`src/rtl/mem_ctrl_pkg.sv`:
```
// Shared codes for the IF/MEM byte-serial memory controller: request codes,
// completion tags, FSM states and access-length normalisation.
package mem_ctrl_pkg;

  localparam logic [1:0] RW_IDLE  = 2'b00;
  localparam logic [1:0] RW_READ  = 2'b01;
  localparam logic [1:0] RW_WRITE = 2'b10;

  localparam logic [1:0] OWNER_IF   = 2'b00;
  localparam logic [1:0] OWNER_MEM  = 2'b01;
  localparam logic [1:0] OWNER_NONE = 2'b11;

  typedef enum logic [1:0] {
    ST_IDLE,
    ST_READ,
    ST_WRITE,
    ST_DONE
  } state_t;

  // Lengths 1..4 are taken as given; anything else means a full word.
  function automatic logic [2:0] norm_len(input logic [2:0] len);
    return ((len == 3'd0) || (len > 3'd4)) ? 3'd4 : len;
  endfunction

endpackage

```
`src/rtl/mem_ctrl_byte_pack.sv`:
```
// Byte-lane helper: inserts a byte into a word (read assembly) and extracts
// a byte from a word (write serialisation), both at the given lane.
module mem_byte_pack
  import mem_ctrl_pkg::*;
(
  input  logic [31:0] word_in,
  input  logic [7:0]  byte_in,
  input  logic [1:0]  lane,
  output logic [31:0] word_ins,
  output logic [7:0]  byte_ext
);

  always_comb begin
    word_ins                       = word_in;
    word_ins[{lane, 3'b000} +: 8]  = byte_in;
    byte_ext                       = word_in[{lane, 3'b000} +: 8];
  end

endmodule

```
`src/rtl/mem_ctrl.sv`:
```
// Single-port byte-wide RAM controller arbitrating IF and MEM requesters;
// serialises 1..4-byte accesses and returns little-endian read data with a tag.
module mem_ctrl
  import mem_ctrl_pkg::*;
#(
  parameter int unsigned ADDR_W = 17
) (
  input  logic              clk,
  input  logic              rst,
  input  logic [1:0]        if_rw_in,
  input  logic [31:0]       if_addr_in,
  input  logic [2:0]        if_len_in,
  input  logic [1:0]        mem_rw_in,
  input  logic [31:0]       mem_addr_in,
  input  logic [2:0]        mem_len_in,
  input  logic [31:0]       mem_wdata_in,
  input  logic [7:0]        ram_din_in,
  output logic [ADDR_W-1:0] ram_addr_out,
  output logic [7:0]        ram_dout_out,
  output logic              ram_wr_out,
  output logic [31:0]       data_out,
  output logic [31:0]       addr_back_out,
  output logic [1:0]        owner_out,
  output logic              busy_out,
  output logic              busy_line_out
);

  state_t            state;
  logic [31:0]       addr_q;
  logic [31:0]       wdata_q;
  logic [31:0]       rd_buf;
  logic [2:0]        len_q;
  logic [2:0]        cnt;
  logic [1:0]        own_q;

  logic [2:0]        cnt_nxt;
  logic [ADDR_W-1:0] addr_nxt;
  logic              mem_req;
  logic              if_req;

  logic [31:0]       pack_word;
  logic [1:0]        pack_lane;
  logic [31:0]       pack_ins;
  logic [7:0]        pack_byte;

  assign cnt_nxt  = cnt + 3'd1;
  assign addr_nxt = addr_q[ADDR_W-1:0] + ADDR_W'(cnt_nxt);
  assign mem_req  = (mem_rw_in == RW_READ) || (mem_rw_in == RW_WRITE);
  assign if_req   = (if_rw_in == RW_READ);

  // Write presents the next byte to drive; read inserts the byte arriving now.
  always_comb begin
    pack_word = rd_buf;
    pack_lane = cnt[1:0];
    if (state == ST_WRITE) begin
      pack_word = wdata_q;
      pack_lane = cnt_nxt[1:0];
    end
  end

  mem_byte_pack u_pack (
    .word_in  (pack_word),
    .byte_in  (ram_din_in),
    .lane     (pack_lane),
    .word_ins (pack_ins),
    .byte_ext (pack_byte)
  );

  always_ff @(posedge clk) begin
    if (rst) begin
      state         <= ST_IDLE;
      addr_q        <= '0;
      wdata_q       <= '0;
      rd_buf        <= '0;
      len_q         <= '0;
      cnt           <= '0;
      own_q         <= OWNER_NONE;
      ram_addr_out  <= '0;
      ram_dout_out  <= '0;
      ram_wr_out    <= 1'b0;
      data_out      <= '0;
      addr_back_out <= '0;
      owner_out     <= OWNER_NONE;
      busy_out      <= 1'b0;
      busy_line_out <= 1'b0;
    end else begin
      case (state)
        ST_IDLE: begin
          if (mem_req || if_req) begin
            cnt      <= '0;
            rd_buf   <= '0;
            busy_out <= 1'b1;
            if (mem_req) begin
              addr_q        <= mem_addr_in;
              len_q         <= norm_len(mem_len_in);
              wdata_q       <= mem_wdata_in;
              own_q         <= OWNER_MEM;
              busy_line_out <= 1'b0;
              ram_addr_out  <= mem_addr_in[ADDR_W-1:0];
              if (mem_rw_in == RW_WRITE) begin
                ram_dout_out <= mem_wdata_in[7:0];
                ram_wr_out   <= 1'b1;
                state        <= ST_WRITE;
              end else begin
                state <= ST_READ;
              end
            end else begin
              addr_q        <= if_addr_in;
              len_q         <= norm_len(if_len_in);
              own_q         <= OWNER_IF;
              busy_line_out <= 1'b1;
              ram_addr_out  <= if_addr_in[ADDR_W-1:0];
              state         <= ST_READ;
            end
          end
        end

        ST_READ: begin
          rd_buf <= pack_ins;
          if (cnt_nxt == len_q) begin
            data_out      <= pack_ins;
            addr_back_out <= addr_q;
            owner_out     <= own_q;
            busy_out      <= 1'b0;
            busy_line_out <= 1'b0;
            state         <= ST_DONE;
          end else begin
            cnt          <= cnt_nxt;
            ram_addr_out <= addr_nxt;
          end
        end

        ST_WRITE: begin
          if (cnt_nxt == len_q) begin
            ram_wr_out    <= 1'b0;
            addr_back_out <= addr_q;
            owner_out     <= own_q;
            busy_out      <= 1'b0;
            busy_line_out <= 1'b0;
            state         <= ST_DONE;
          end else begin
            cnt          <= cnt_nxt;
            ram_addr_out <= addr_nxt;
            ram_dout_out <= pack_byte;
          end
        end

        ST_DONE: begin
          owner_out <= OWNER_NONE;
          state     <= ST_IDLE;
        end

        default: state <= ST_IDLE;
      endcase
    end
  end

endmodule

```
`config.mk`:
```
export PLATFORM = sky130hd
export DESIGN_NAME = mem_ctrl
export DESIGN_NICKNAME = d
export VERILOG_FILES = /design/src/rtl/mem_ctrl_pkg.sv /design/src/rtl/mem_ctrl_byte_pack.sv /design/src/rtl/mem_ctrl.sv
export SDC_FILE = /design/constraint.sdc
export NUM_CORES = 1
export LEC_CHECK = 0
export ABC_AREA = 0
export BUFFER_PORTS_ARGS = -buffer_cell sky130_fd_sc_hd__buf_2
export CAP_MARGIN = 20
export CORE_MARGIN = 10
export CORE_UTILIZATION = 25
export CTS_CLUSTER_DIAMETER = 80
export CTS_CLUSTER_SIZE = 28
export DETAILED_ROUTE_END_ITERATION = 10
export GPL_ROUTABILITY_DRIVEN = 0
export HOLD_SLACK_MARGIN = 0.15
export MAX_ROUTING_LAYER = met4
export SETUP_SLACK_MARGIN = 0.1
export SLEW_MARGIN = 30
export SYNTH_ARGS = -nofsm -noshare
export SYNTH_HDL_FRONTEND = slang
export SYNTH_SLANG_ARGS = --single-unit
```
`constraint.sdc`:
```
create_clock -name clk -period 6 [get_ports clk]
set_clock_uncertainty 0.1 [all_clocks]
set_input_delay 1.2 -clock clk [delete_from_list [all_inputs] [get_ports clk]]
set_output_delay 1.2 -clock clk [all_outputs]
set_load 0.02 [all_outputs]
```
# --- Yosys cells after proc, flatten, opt, wreduce, memory -nomap -nowiden ---
# Cells that the tools add are included.
totals:
  ff_bits: 200
  in_bits: 116
  wordCells: 99
classes:
  add_sub_neg: 3
  n_lt_le_gt_ge: 2
  n_eq_ne: 14
  shifts: 3
  n_mux: 39
  reduce_logical: 23
op_table:
  columns: ["operator", "n"]
  rows:
  - ["32-bit two-way mux", 3]
  - ["32-bit case mux with 2 select lines", 1]
  - ["17-bit two-way mux", 3]
  - ["17-bit case mux with 2 select lines", 1]
  - ["32-bit bitwise mux", 1]
  - ["8-bit two-way mux", 4]
  - ["8-bit by 7-bit variable shift with 32-bit output, first input constant", 1]
  - ["32-bit by 6-bit indexed part select with 8-bit output", 1]
  - ["8-bit by 7-bit indexed part select with 32-bit output", 1]
  - ["17-bit by 3-bit adder with 17-bit output", 1]
  - ["8-bit case mux with 2 select lines", 1]
  - ["3-bit two-way mux", 5]
  - ["2-bit two-way mux", 6]
  - ["2-bit AND reduction", 6]
  - ["2-bit inequality test, second input constant", 5]
  - ["5-bit AND reduction", 2]
  - ["3-bit AND reduction", 3]
  - ["1-bit two-way mux", 8]
  - ["2-bit nonzero test", 4]
  - ["5-bit negation with 7-bit output", 1]
  - ["2-bit by 1-bit equality test with 1-bit output, second input constant", 3]
  - ["2-bit equality test, second input constant", 3]
  - ["3-bit > comparator, second input constant", 2]
  - ["3-bit zero test", 2]
  - ["other kinds (10)", 16]

# --- Logic depth before layout (Yosys ltp) ---
logic_depth:
  word_depth: 6
  ltp_mapped: 12

# --- Cells and area by module ---
# A second synthesis with hierarchy kept.
unflattened:
  cells_unflattened: 1069
  area_unflattened_um2: 9261.4
modules_own_cells:
  columns: ["module", "instances", "cells_each", "area_per_inst_um2", "seq_area_each_um2"]
  rows:
  - ["mem_ctrl", 1, 1005, 8589.5, 4003.8]
  - ["mem_byte_pack", 1, 64, 671.9, 0.0]

# --- Worst setup path before layout ---
# Ideal clock, no wire load.
synth_timing:
  path_kind: "input port to flip-flop"
  from: "input mem_rw_in[0]"
  to: "register rd_buf[0]"
  setup_ns: 0.128
  t_arrival_ns: 2.786
  required_time_ns: 5.772
  setup_slack_ns: 2.986
  path_stages: 10
  n_path_buf: 3
  cell_sequence: "inv_1 ha_1 clkbuf_1 inv_1 or3_1 and2_1 clkbuf_1 clkbuf_1 a22oi_1 nor2_1"
synth_between:
  elab_chain_cells: 5
synth_rtl:
  columns: ["element", "line_no", "rtl"]
  rows:
  - ["from (decl)", "mem_ctrl.sv:13", "input logic [1:0] mem_rw_in,"]
  - ["2-bit by 1-bit equality test with 1-bit output / 2-bit equality test (equally long branches)", "mem_ctrl.sv:48", "assign mem_req = (mem_rw_in == RW_READ) || (mem_rw_in == RW_WRITE);"]
  - ["1-bit logical OR *", "mem_ctrl.sv:48", null]
  - ["1-bit logical OR *", "mem_ctrl.sv:89", "if (mem_req || if_req) begin"]
  - ["2-bit inequality test (no line) *", null, null]
  - ["2-bit AND reduction (no line) *", null, null]
  - ["to (signal assigned)", "mem_ctrl.sv:119", "rd_buf <= pack_ins;"]
  - ["to (decl)", "mem_ctrl.sv:31", "logic [31:0] rd_buf;"]
# Mark *: on every way between the ends. The rest lies on a longest branch, timed or not.
# A chain may end at the register's enable or synchronous reset.

# --- Worst setup path in the final report ---
layout_timing:
  from: "register state[0]"
  to: "register ram_addr_out[15]"
layout_between:
  elab_chain_cells: 4
layout_rtl:
  columns: ["element", "line_no", "rtl"]
  rows:
  - ["from (decl)", "mem_ctrl.sv:28", "state_t state;"]
  - ["from (signal assigned)", "mem_ctrl.sv:71", "state <= ST_IDLE;"]
  - ["from (signal assigned)", "mem_ctrl.sv:103", "state <= ST_WRITE;"]
  - ["from (signal assigned)", "mem_ctrl.sv:105", "state <= ST_READ;"]
  - ["2-bit equality test / 2-bit by 1-bit equality test with 1-bit output (equally long branches)", "mem_ctrl.sv:87", "case (state)"]
  - ["2-bit OR reduction (no line)", null, null]
  - ["2-bit inequality test (no line) / 2-bit nonzero test (equally long branches)", null, null]
  - ["3-bit AND reduction (no line)", null, null]
  - ["to (signal assigned)", "mem_ctrl.sv:99", "ram_addr_out <= mem_addr_in[ADDR_W-1:0];"]
  - ["to (signal assigned)", "mem_ctrl.sv:112", "ram_addr_out <= if_addr_in[ADDR_W-1:0];"]
  - ["to (signal assigned)", "mem_ctrl.sv:129", "ram_addr_out <= addr_nxt;"]
  - ["to (decl)", "mem_ctrl.sv:18", "output logic [ADDR_W-1:0] ram_addr_out,"]
# Several ways; a longest one is shown, not always the timed one.

==> impl_metrics.env <==
export IMPL_power_mw=5.01
export IMPL_setup_tns_final_ns=0
export IMPL_drive_gt1_share_pct=22.5
export IMPL_status="complete, no violations"
export IMPL_cts_num_sinks=200
export IMPL_rsz0062_at_grt="false"
export IMPL_die_w_um=214
export IMPL_grt_usage_pct=13.9
export IMPL_critical_path_required_ns=6.19
export IMPL_drtIter0Drc=670
export IMPL_maxCapViolCount=0
export IMPL_die_area_um2=45800
export IMPL_overflow=0
export IMPL_cts_setup_buffers=0
export IMPL_drc=0
export IMPL_synth_edf_count=0
export IMPL_ys_flop_type="dfxtp_1"
export IMPL_fin_crit_sh_pct=61.2
export IMPL_post_cts_resized=0
export IMPL_finalSetupViolations=0
export IMPL_fin_ws_ns=2.33
export IMPL_cts_tree="yes"
export IMPL_via_per_inst=4.75
export IMPL_num_vias=8417
export IMPL_yosysWarnings=0
export IMPL_syn_nets=1231
export IMPL_netlist_cell_type_count=53
export IMPL_cts_root_buffer="clkbuf_16"
export IMPL_hold_buffers=0
export IMPL_portBuffers=209
export IMPL_ys_seq_area_share_pct=42.5
export IMPL_insertion_delay_ns=0.45
export IMPL_worstMarginPinSlew_ns=0.911
export IMPL_first_pass_iters=5
export IMPL_min_path_cells=2
export IMPL_htree_levels=4
export IMPL_final_cell_mix="buf_2, dfxtp_1, nand2_1"
export IMPL_fin_area_um2=11400
export IMPL_path_class="reg2reg"
export IMPL_hold_viol=0
export IMPL_grt_pass1_wl_um=49500
export IMPL_clk_pin_slew_ns=0.07
export IMPL_worst_r2r_endpoint="ram_addr_out[15]$_SDFFE_PP0P_"
export IMPL_placed_cell_area_um2=10900
export IMPL_rrSetupSlack_ns=2.33
export IMPL_ios=210
export IMPL_synthCells=1098
export IMPL_peakVddDrop_mv=0.318
export IMPL_coreArea_um2=37400
export IMPL_crit_arrival_ns=3.86
export IMPL_finalCriticalPeriod_ns=3.67
export IMPL_reg2regPathDepth=7
export IMPL_slew_viol_final=0
export IMPL_slew_headroom_pct=38.8
export IMPL_row_count=71
export IMPL_final_nets=1380
export IMPL_final_common_cell="buf_2"
export IMPL_async_reset_ff_share_pct=0
export IMPL_place_ws_ns=2.36
export IMPL_die_h_um=214
export IMPL_syn_area_um2=9410
export IMPL_crit_fanout=29
export IMPL_initial_core_util_pct=25.2
export IMPL_area_growth_pct=21.3
export IMPL_crit_path_end_kind="register"
export IMPL_grt_max_degree=110
export IMPL_timing_rr_start="state[0]$_SDFFE_PP0P_"
export IMPL_routed_wl_um=32000
export IMPL_worstHoldStart="addr_back_out[21]$_SDFFE_PP0P_"
export IMPL_startpoint_type="register"
export IMPL_grt_antenna_before_repair=2
export IMPL_synth_seq_cells=200
export IMPL_clockBufferDepth=2
export IMPL_hold_end="addr_back_out[21]$_SDFFE_PP0P_"
export IMPL_cts_made_buffers=17
export IMPL_avgSynthCellArea_um2=8.57
export IMPL_min_path_type="reg2reg"
export IMPL_dp_hpwl_um=23800
export IMPL_wl_per_cell_um=18.1
export IMPL_p_leak_nw=4.54
export IMPL_first_global_vias=8278
export IMPL_powerDensity_nw_per_um2=439
export IMPL_max_freq_mhz=272
export IMPL_ant_nets=0
## critical path, cell delays in order (launching register included)
cell,delay (ns)
dfxtp_1,0.40
inv_1,0.10
ha_1,0.73
inv_1,0.56
or4_1,0.68
nand2_2,0.45
or3_1,0.33
o221ai_1,0.17
## metal layers
| layer | part of all wire (%) | GRT usage (%) |
|---|---|---|
| met5 | 0 | - |
| met4 | 0.56 | 2.24 |
| met3 | 6.8 | 3.68 |
| met2 | 48 | 22.6 |
| met1 | 44 | 17.3 |
## cells in the mapped netlist (all sizes together) (3+ instances only)
cell type    n  area share (%)
dfxtp      200              43
nand2      197             7.9
nor2       121             4.9
a21oi      106             5.6
mux2i       88             9.4
clkbuf      60             2.4
a211oi      38             3.0
a22oi       33             2.6
buf         32             1.7
nor3        21             1.1
ha          17             2.3
nand3b      17             1.4
mux4        16             3.8
o22ai       16             1.1
xor2        15             1.4
inv         14            0.56
nand2b       9            0.60
or3          9            0.60
a22o         8            0.74
nand3        8            0.43
o211ai       7            0.56
o21ai        7            0.37
o221ai       5            0.47
or4          5            0.40
and2         4            0.27
nand4b       4            0.37
xnor2        4            0.37
a21o         3            0.24
a31oi        3            0.20
and3         3            0.20
nand4        3            0.20
nor2b        3            0.20
o31a         3            0.28
## stage by stage
stage	cells	hold slack [ns]	utilization [%]
4_1_cts	1771	0.354	30.5
2_1_floorplan	1098	0.318	-
5_1_grt	1772	0.370	30.5
3_3_place_gp	1738	0.325	29.0
6_report	1772	0.350	30.5
3_5_place_dp	1739	0.341	29.0
## worst max path at each step
| stage | from | endpoint | slack, ns | depth (start not counted) |
|---|---|---|---|---|
| 4_1_cts | state[0]$_SDFFE_PP0P_ | ram_addr_out[0]$_SDFFE_PP0P_ | 2.31 | 7 |
| 5_1_grt | state[0]$_SDFFE_PP0P_ | ram_addr_out[1]$_SDFFE_PP0P_ | 2.05 | 7 |
| 6_report | state[0]$_SDFFE_PP0P_ | ram_addr_out[15]$_SDFFE_PP0P_ | 2.33 | 7 |
| 3_3_place_gp | mem_rw_in[0] | ram_dout_out[3]$_SDFFE_PP0P_ | 2.42 | 9 |
| 3_5_place_dp | state[0]$_SDFFE_PP0P_ | ram_addr_out[0]$_SDFFE_PP0P_ | 2.36 | 7 |
| 2_1_floorplan | mem_rw_in[0] | rd_buf[0]$_SDFFE_PP0P_ | 2.99 | 10 |
## sequential cells by signal, summed over array words and instances, names as in the netlist, 3 cells and up
register,cells
addr_back_out,32
addr_q,32
data_out,32
rd_buf,32
wdata_q,32
ram_addr_out,17
ram_dout_out,8
cnt,3
len_q,3
## area by class of cell
class                           count  area [um2]
Antenna cell                        1        2.50
Clock buffer                       18         429
Clock inverter                     14         138
Fill cell                        3983       26000
Inverter                           14        52.6
Multi-Input combinational cell    792        4990
Sequential cell                   200        4000
Tap cell                          511         639
Timing Repair Buffer              222        1160
## power breakdown
| group | switching, mW | total (mW) | internal (mW) | leakage, nW |
|---|---|---|---|---|
| Clock | 0.556 | 1.14 | 0.585 | 0.277 |
| Sequential | 0.183 | 1.74 | 1.56 | 1.63 |
| Combinational | 1.41 | 2.13 | 0.727 | 2.63 |
## cell families after synthesis
logic type | synth area share, %
AND/OR/NAND/NOR | 19.1
multiplexers | 13.4
flip-flops | 42.5
adder cells (fa/ha/maj) | 2.26
buffers and inverters | 4.67
XOR/XNOR | 2.02
AO/OA/AOI/OAI | 16.0
No activity file was read; power rests on OpenSTA's default activity.
